**src/rtl/eth_mgmt_pkg.sv**
```systemverilog
// Shared types and constants for the HSSI/ETH management-bus arbiter.
package eth_mgmt_pkg;

  localparam int unsigned ADDR_W      = 16;
  localparam int unsigned DATA_W      = 32;
  localparam int unsigned HOST_WR_BIT = 16;
  localparam int unsigned HOST_RD_BIT = 17;
  localparam logic [DATA_W-1:0] ERR_RDATA = 32'hDEADC0DE;

  typedef struct packed {
    logic [ADDR_W-1:0] addr;
    logic [DATA_W-1:0] wdata;
    logic              wr;
  } t_mgmt_req;

  typedef enum logic [1:0] {
    StIdle,
    StIssue,
    StWaitRd,
    StDone
  } t_mgmt_state;

endpackage

```
**src/rtl/eth_mgmt_host_cap.sv**
```systemverilog
// Host command capture: strobe edge detection, one-deep pending slot and the sticky host error.
module eth_mgmt_host_cap
  import eth_mgmt_pkg::*;
(
  input  logic              clk_i,
  input  logic              rst_ni,
  input  logic [31:0]       ctrl_addr_i,
  input  logic [DATA_W-1:0] wr_data_i,
  input  logic              in_flight_i,
  input  logic              free_i,
  input  logic              err_set_i,
  output logic              slot_full_o,
  output t_mgmt_req         slot_o,
  output logic              err_o
);

  logic      wr_prev_q, rd_prev_q;
  logic      wr_rise, rd_rise, accept;
  logic      slot_full_q, slot_full_d;
  logic      err_q, err_d;
  t_mgmt_req slot_q, slot_d;
  logic      unused_ctrl;

  assign unused_ctrl = ^ctrl_addr_i[31:18];

  always_comb begin
    wr_rise     = ctrl_addr_i[HOST_WR_BIT] & ~wr_prev_q;
    rd_rise     = ctrl_addr_i[HOST_RD_BIT] & ~rd_prev_q;
    // Exactly one strobe edge, and nothing already queued or on the bus.
    accept      = (wr_rise ^ rd_rise) & ~slot_full_q & ~in_flight_i;
    slot_d      = slot_q;
    slot_full_d = slot_full_q;
    err_d       = err_q;
    if (free_i) begin
      slot_full_d = 1'b0;
    end
    if (accept) begin
      slot_d      = '{addr: ctrl_addr_i[ADDR_W-1:0], wdata: wr_data_i, wr: wr_rise};
      slot_full_d = 1'b1;
      err_d       = 1'b0;
    end else if (wr_rise || rd_rise) begin
      err_d = 1'b1;
    end
    if (err_set_i) begin
      err_d = 1'b1;
    end
  end

  always_ff @(posedge clk_i or negedge rst_ni) begin
    if (!rst_ni) begin
      wr_prev_q   <= 1'b0;
      rd_prev_q   <= 1'b0;
      slot_full_q <= 1'b0;
      slot_q      <= '0;
      err_q       <= 1'b0;
    end else begin
      wr_prev_q   <= ctrl_addr_i[HOST_WR_BIT];
      rd_prev_q   <= ctrl_addr_i[HOST_RD_BIT];
      slot_full_q <= slot_full_d;
      slot_q      <= slot_d;
      err_q       <= err_d;
    end
  end

  assign slot_full_o = slot_full_q;
  assign slot_o      = slot_q;
  assign err_o       = err_q;

endmodule

```
**src/rtl/eth_mgmt_arb.sv**
```systemverilog
// Round-robin arbiter and single-outstanding sequencer for the management Avalon-MM master.
module eth_mgmt_arb
  import eth_mgmt_pkg::*;
#(
  parameter int unsigned TIMEOUT_CYC = 1023
) (
  input  logic              pClkDiv4,
  input  logic              rst_n,
  input  logic [31:0]       host_ctrl_addr,
  input  logic [DATA_W-1:0] host_wr_data,
  output logic [DATA_W-1:0] host_rd_data,
  output logic              host_busy,
  output logic              host_err,
  input  logic              init_req,
  input  logic              init_wr,
  input  logic [ADDR_W-1:0] init_addr,
  input  logic [DATA_W-1:0] init_wdata,
  output logic              init_ack,
  output logic [DATA_W-1:0] init_rdata,
  output logic              init_err,
  output logic [ADDR_W-1:0] av_address,
  output logic              av_read,
  output logic              av_write,
  output logic [DATA_W-1:0] av_writedata,
  input  logic [DATA_W-1:0] av_readdata,
  input  logic              av_readdatavalid,
  input  logic              av_waitrequest
);

  localparam int unsigned CntW = $clog2(TIMEOUT_CYC + 1);
  localparam logic [CntW-1:0] TmoMax = CntW'(TIMEOUT_CYC);

  t_mgmt_state       state_q;
  t_mgmt_req         req_q, host_slot, grant_req;
  logic              grant_init_q, prio_init_q;
  logic              av_read_q, av_write_q;
  logic [CntW-1:0]   tmo_cnt_q;
  logic [DATA_W-1:0] rdata_q, host_rd_data_q;
  logic              err_q, init_ack_q;
  logic              host_full, host_in_flight, host_done, grant_init;
  logic              accepted, wr_done, rd_done, tmo_hit;

  assign host_in_flight = (state_q != StIdle) & ~grant_init_q;
  assign host_done      = (state_q == StDone) & ~grant_init_q;
  // prio_init_q names the requester that wins a tie.
  assign grant_init     = init_req & (~host_full | prio_init_q);

  always_comb begin
    grant_req = host_slot;
    if (grant_init) begin
      grant_req = '{addr: init_addr, wdata: init_wdata, wr: init_wr};
    end
  end

  assign accepted = (state_q == StIssue) & ~av_waitrequest;
  assign wr_done  = accepted & req_q.wr;
  assign rd_done  = av_readdatavalid & ((state_q == StWaitRd) | (accepted & ~req_q.wr));
  assign tmo_hit  = (tmo_cnt_q == TmoMax);

  eth_mgmt_host_cap u_host_cap (
    .clk_i       (pClkDiv4),
    .rst_ni      (rst_n),
    .ctrl_addr_i (host_ctrl_addr),
    .wr_data_i   (host_wr_data),
    .in_flight_i (host_in_flight),
    .free_i      (host_done),
    .err_set_i   (host_done & err_q),
    .slot_full_o (host_full),
    .slot_o      (host_slot),
    .err_o       (host_err)
  );

  always_ff @(posedge pClkDiv4 or negedge rst_n) begin
    if (!rst_n) begin
      state_q        <= StIdle;
      req_q          <= '0;
      grant_init_q   <= 1'b0;
      prio_init_q    <= 1'b0;
      av_read_q      <= 1'b0;
      av_write_q     <= 1'b0;
      tmo_cnt_q      <= '0;
      rdata_q        <= '0;
      err_q          <= 1'b0;
      init_ack_q     <= 1'b0;
      host_rd_data_q <= '0;
    end else begin
      init_ack_q <= 1'b0;
      unique case (state_q)
        StIdle: begin
          if (init_req || host_full) begin
            grant_init_q <= grant_init;
            req_q        <= grant_req;
            av_write_q   <= grant_req.wr;
            av_read_q    <= ~grant_req.wr;
            tmo_cnt_q    <= '0;
            state_q      <= StIssue;
          end
        end
        StIssue, StWaitRd: begin
          tmo_cnt_q <= tmo_cnt_q + 1'b1;
          if (accepted || tmo_hit) begin
            av_read_q  <= 1'b0;
            av_write_q <= 1'b0;
          end
          if (tmo_hit) begin
            rdata_q <= ERR_RDATA;
            err_q   <= 1'b1;
          end else if (wr_done || rd_done) begin
            rdata_q <= rd_done ? av_readdata : '0;
            err_q   <= 1'b0;
          end
          if (tmo_hit || wr_done || rd_done) begin
            init_ack_q <= grant_init_q;
            state_q    <= StDone;
          end else if (accepted) begin
            state_q <= StWaitRd;
          end
        end
        StDone: begin
          prio_init_q <= ~grant_init_q;
          if (!grant_init_q && !req_q.wr) begin
            host_rd_data_q <= rdata_q;
          end
          state_q <= StIdle;
        end
        default: state_q <= StIdle;
      endcase
    end
  end

  assign host_rd_data = host_rd_data_q;
  assign host_busy    = host_full | host_in_flight;
  assign init_ack     = init_ack_q;
  assign init_rdata   = rdata_q;
  assign init_err     = err_q;
  assign av_address   = req_q.addr;
  assign av_writedata = req_q.wdata;
  assign av_read      = av_read_q;
  assign av_write     = av_write_q;

endmodule
```
**config.mk**
```make
export PLATFORM = sky130hd
export DESIGN_NAME = eth_mgmt_arb
export DESIGN_NICKNAME = d
export VERILOG_FILES = /design/src/rtl/eth_mgmt_pkg.sv /design/src/rtl/eth_mgmt_host_cap.sv /design/src/rtl/eth_mgmt_arb.sv
export SDC_FILE = /design/constraint.sdc
export NUM_CORES = 1
export LEC_CHECK = 0
export CAP_MARGIN = 40
export CORE_ASPECT_RATIO = 1.1
export CORE_MARGIN = 4
export CORE_UTILIZATION = 42
export CTS_CLUSTER_SIZE = 20
export DETAILED_ROUTE_END_ITERATION = 8
export GPL_TIMING_DRIVEN = 1
export PLACE_DENSITY = 0.74
export SLEW_MARGIN = 0
export SYNTH_ARGS = -nofsm -noshare
export SYNTH_HDL_FRONTEND = slang
export SYNTH_SLANG_ARGS = --single-unit
```
**constraint.sdc**
```tcl
create_clock -name pClkDiv4 -period 2.04 [get_ports pClkDiv4]
set_clock_uncertainty 0.05 [all_clocks]
set_input_delay 0.204 -clock pClkDiv4 [delete_from_list [all_inputs] [get_ports pClkDiv4]]
set_output_delay 0.204 -clock pClkDiv4 [all_outputs]
set_load 0.005 [all_outputs]
```
# --- Word level (Yosys, flattened, before mapping) ---
# Cells that the tools add are included.
word_totals:
  ff_bits: 184
  inputBits: 150
  out_inout_bits: 118
  word_cells: 98
classes:
  n_addsub: 1
  eq_ne: 7
  mux: 24
  n_bitwise: 24
  n_reduce_logical: 22
ops:
  columns: ["op", "n"]
  rows:
  - ["$mux W32", 3]
  - ["$mux W49", 1]
  - ["$pmux W10 S2", 1]
  - ["$and A1 B1 Y1", 12]
  - ["$mux W1", 12]
  - ["$add A10 B1 Y10 const B", 1]
  - ["$eq A10 B10 Y1 const B", 1]
  - ["$mux W10", 1]
  - ["$reduce_and A2 Y1", 5]
  - ["$not A1 Y1", 8]
  - ["$reduce_bool A2 Y1", 4]
  - ["$logic_or A1 B1 Y1", 6]
  - ["$mux W2", 3]
  - ["$pmux W2 S3", 1]
  - ["$eq A2 B2 Y1 const B", 2]
  - ["$ne A2 B2 Y1 const B", 2]
  - ["$pmux W1 S2", 2]
  - ["$ne A3 B3 Y1 const B", 1]
  - ["$or A1 B1 Y1", 3]
  - ["$reduce_and A3 Y1", 1]
  - ["$reduce_bool A3 Y1", 1]
  - ["$eq A2 B1 Y1 const B", 1]
  - ["$logic_not A1 Y1", 2]
  - ["$logic_not A2 Y1", 1]
  - ["other kinds (3)", 3]

# --- Depth between registers and ports, before layout ---
depth:
  ltp_word: 8
  ltp_mapped: 8
  mapped_depth_nobuf: 6

# --- By module ---
# Synthesis repeated with hierarchy kept, for this count alone.
unflattened:
  cells_unflattened: 657
  hier_area_um2: 8095.3
by_module_without_submodules:
  columns: ["module", "instances", "cells_per_inst", "area_per_inst_um2", "seq_area_each_um2"]
  rows:
  - ["eth_mgmt_arb", 1, 541, 6089.6, 3278.1]
  - ["eth_mgmt_host_cap", 1, 116, 2005.7, 1326.3]

# --- Least setup slack after synthesis ---
# Ideal clock, no wire load.
synth_timing:
  path_kind: "register to register"
  start: "register state_q[0]"
  end: "register tmo_cnt_q[9]"
  setup_ps: 78
  t_arrival_ps: 1955
  required_time_ps: 1912
  slack_ps: -43
  path_stages_with_launch: 8
  path_buffers: 1
  period_less_slack_ps: 2083
  path_cell_list: "dfrtp_1 -> inv_1 -> ha_1 -> buf_2 -> nor2_1 -> or4_4 -> or3_1 -> a21oi_1"
synth_via:
  elab_chain_len: 4
  elab_cells_between_ends: 8
  classes_between: "eq/ne (3); mux (1); reduce/logical (4)"
synth_rtl:
  columns: ["element", "line", "source"]
  rows:
  - ["start, declared", "eth_mgmt_arb.sv:33", "t_mgmt_state state_q;"]
  - ["start signal, assigned", "eth_mgmt_arb.sv:75", "state_q <= StIdle;"]
  - ["start signal, assigned", "eth_mgmt_arb.sv:96", "state_q <= StIssue;"]
  - ["start signal, assigned", "eth_mgmt_arb.sv:114", "state_q <= StDone;"]
  - ["$eq A2 B1 Y1 / $eq A2 B2 Y1 (equally long branches)", "eth_mgmt_arb.sv:88", "unique case (state_q)"]
  - ["$reduce_or A2 Y1", "eth_mgmt_arb.sv:88", null]
  - ["$reduce_bool A2 Y1 (no line)", null, null]
  - ["$reduce_and A2 Y1 (no line)", null, null]
  - ["end signal, assigned", "eth_mgmt_arb.sv:100", "tmo_cnt_q <= tmo_cnt_q + 1'b1;"]
  - ["end, declared", "eth_mgmt_arb.sv:37", "logic [CntW-1:0] tmo_cnt_q;"]
# Parallel ways exist; a longest one is shown, timed or not.
# A chain may end at the register's enable or synchronous reset.

# --- Worst setup path after layout ---
layout_timing:
  start: "register tmo_cnt_q[1]"
  end: "register rdata_q[0] (netlist: init_rdata[0])"
layout_via:
  elab_chain_len: 3
  elab_cells_between_ends: 4
  classes_between: "eq/ne (1); mux (1); reduce/logical (2)"
layout_rtl:
  columns: ["element", "line", "source"]
  rows:
  - ["$eq A10 B10 Y1 *", "eth_mgmt_arb.sv:58", "assign tmo_hit = (tmo_cnt_q == TmoMax);"]
  - ["$reduce_bool A2 Y1 (no line)", null, null]
  - ["$reduce_and A2 Y1 (no line)", null, null]
  - ["end signal, assigned", "eth_mgmt_arb.sv:109", "rdata_q <= rd_done ? av_readdata : '0;"]
  - ["end, declared", "eth_mgmt_arb.sv:38", "logic [DATA_W-1:0] rdata_q, host_rd_data_q;"]
# Every way passes the cells marked *; elsewhere a longest branch is shown, timed or not.

==> impl_results.md <==
* Net Sw Power at 5440 µW
* TritonCTS Buffers at 17
* Total Nets Final at 1042
* Place WS at -0.115 ns
* Max Clock Freq at 498 MHz
* Cell area after synthesis at 8020 µm²
* Worst EP required at 2.30 ns
* Crit path arrival time at 2.27 ns
* Fin crit share at 0.983
* Vias per cell at 4.96
* H-tree Lvls at 4
* Synth cell count leaders: dfrtp_1, mux2_2, nand2_1
* Crit path kind: reg2reg
* DRT Pass-1 Iters at 5
* Launch point of the worst path: tmo_cnt_q[1]$_DFFE_PN0P_
* Clk Tree Root Cell: clkbuf_16
* Status: completed
* Worst setup margin at 0.0338 ns
* Routed Antenna Nets at 0
* GRT Residual Overflow at 0
* Clk sink count at 184
* Pwr/cell area at 1480 nW/µm²
* Pwr Total at 17100 µW
* Area Overhead vs Synth at 43.8%
* Max Cap Viol at 0
* Final setup violation count at 0
* P_int at 11700 µW
* Gate power share at 0.432
* Core area at 18600 µm²
* Filler cell count at 1544
* Layout cells sized above 1 at 0.214
* Initial DRC count at 169
* Yosys warns at 0
* Via count at 5669
* Final Routed Wirelength at 20300 µm
* Row count at 52
* Largest net degree at the start of global routing at 72
* Mapped Cells at 652
* ANT cells at 0
* Worst slew margin at 0.668
* Min-delay worst type: in2reg
* Slew Limit Fails at 0
* GPL Wtd Cong at 0.780
* Worst Setup End Kind: register
* Slew @ Worst Pin at 0.498 ns
* DP Area at 10700 µm²
* Clock power frac at 0.201
* Die Area at 21400 µm²
* Max Buffers Root-to-Sink at 2
* Synthesized flop and latch total at 184
* Area contributors post-synth: dfrtp_1, mux2_2, mux2i_1
* Dpl hpwl at 14200 µm
* Finished Cell Area at 11500 µm²
* Residual DRC at 0
* Chip width at 140 µm
* Sequential element share of the synthesized area at 0.574
* Switching fraction of total power at 0.318
* Syn Area/Cell at 12.3 µm²
* Reg-to-Reg Start: tmo_cnt_q[1]$_DFFE_PN0P_
* Number of port buffers at 253
* CP Max Fanout at 5
* Reg clk slew, reported paths at 0.07 ns
* Async S/R FF share, synth at 1.00
* Tmin final at 2.01 ns
* Boundary pin count at 268
* Wirelength per Cell at 17.8 µm
* Max IR drop VDD at 1010 µV
* Hold path startpoint: host_ctrl_addr[17]
* Synth top area share at 0.574
* Register share of total power at 0.367
* Area leader, netlist: dfrtp_1
* Total Routing Usage GR at 0.188
* Critical Path Start Type: register
* Yosys cell types at 43
* Die Span Y at 153 µm
* Initial antenna violation count at 0
* Ys flop type: dfrtp_1
* Clk_lat worst skew at 0.42 ns
* Fin. Hold Viols at 0
* Initial Utilization at 0.431
* Vias in the first global route at 5942
* Global-route wire length before repair at 32300 µm
* Pleak at 0.00514 µW
* Syn Nets at 808
* Post-synth EDFFs at 0
* CTS tree: yes
* Final hold slack at 0.212 ns
* Most common cell in the netlist: dfrtp_1
cells by family (layout without fill, tap and decap cells):
group	Yosys count	count (layout)	synth area share
compound gates	91	91	0.0721
xor+xnor	6	6	0.00655
fa+ha+maj	6	6	0.00936
buf+inv	94	341	0.0702
flops	184	184	0.574
mux	144	144	0.194
simple gates	127	127	0.0733
worst max-delay path, stage by stage, from the launching register on:
cell and delay, ns:
dfrtp_1 0.38, ha_1 0.18, inv_1 0.06, or3_4 0.42, a21oi_4 0.28, clkbuf_16 0.21
mux2_2 0.32
flip-flops by register name (all words and copies together) (netlist names), 2 cells and up:
register,flops
av_address,16
av_writedata,32
host_rd_data,32
init_rdata,32
state_q,2
tmo_cnt_q,10
u_host_cap.slot_o,49
power groups by stage:
stage	Sequential [µW]	Combinational, µW	Clock (µW)
2_1_floorplan	6170	4110	0
3_3_place_gp	6280	7000	0
3_5_place_dp	6330	7160	0
4_1_cts	6290	7260	3540
5_1_grt	6520	8050	3690
6_report	6290	7390	3450
area by class of cell:
cell class	instances	area, µm²	share of cell area
clock buffer	18	439	0.0381
timing repair buffer	299	3040	0.263
inverter	10	37.5	0.00325
sequential	184	4600	0.399
tap	243	304	0.0264
clock inverter	14	180	0.0156
multi-input combinational	374	2940	0.254
what timing repair did:
item                                    CTS  global route
gates resized for setup                   7             8
hold endpoints to repair                 47             0
hold buffers                              1             0
endpoints found under the setup margin   49            73
gates cloned                              0             3
setup buffers                             2             6
pin swaps                                 2             1
routing by layer:
layer | routed length [µm] | track usage
met1 | 8650 | 0.233
met2 | 10200 | 0.317
met3 | 914 | 0.0478
met4 | 529 | 0.0697
met5 | 0 | 0
through the flow:
stage / instances / util / setup TNS [ns]
6_report: 1142 / 0.620 / 0
3_3_place_gp: 1098 / 0.577 / -4.33
5_1_grt: 1142 / 0.620 / -0.0340
4_1_cts: 1133 / 0.612 / 0
2_1_floorplan: 652 / - / 0
3_5_place_dp: 1098 / 0.577 / -4.70
cell usage in the layout, fill, tap and decap left out, types with 4 or more instances in the layout:
cell type        instances
clkbuf_16               19
inv_1                    8
nand2b_1                 5
nand2_1                 77
nor2_1                   8
buf_4                   32
and3_1                  14
mux2i_1                 50
mux2_2                  94
clkdlybuf4s50_1        251
a2bb2oi_1               19
buf_12                   9
dfrtp_1                184
inv_8                    4
xnor2_1                  5
o21ai_0                 55
final timing paths:
kind | endpoint | cells past startpoint | slack (ns)
max in group asynchronous | u_host_cap.slot_o[23]$_DFFE_PN0P_ | 3 | 1.00
min reg2reg | av_writedata[0]$_DFFE_PN0P_ | 2 | 0.43
max | init_rdata[0]$_DFFE_PN0P_ | 6 | 0.03
min in group asynchronous | host_rd_data[11]$_DFFE_PN0P_ | 2 | 0.26
min | u_host_cap.rd_prev_q$_DFF_PN0_ | 1 | 0.21
max reg2reg | init_rdata[0]$_DFFE_PN0P_ | 6 | 0.03
(Power assumes the default switching activity.)
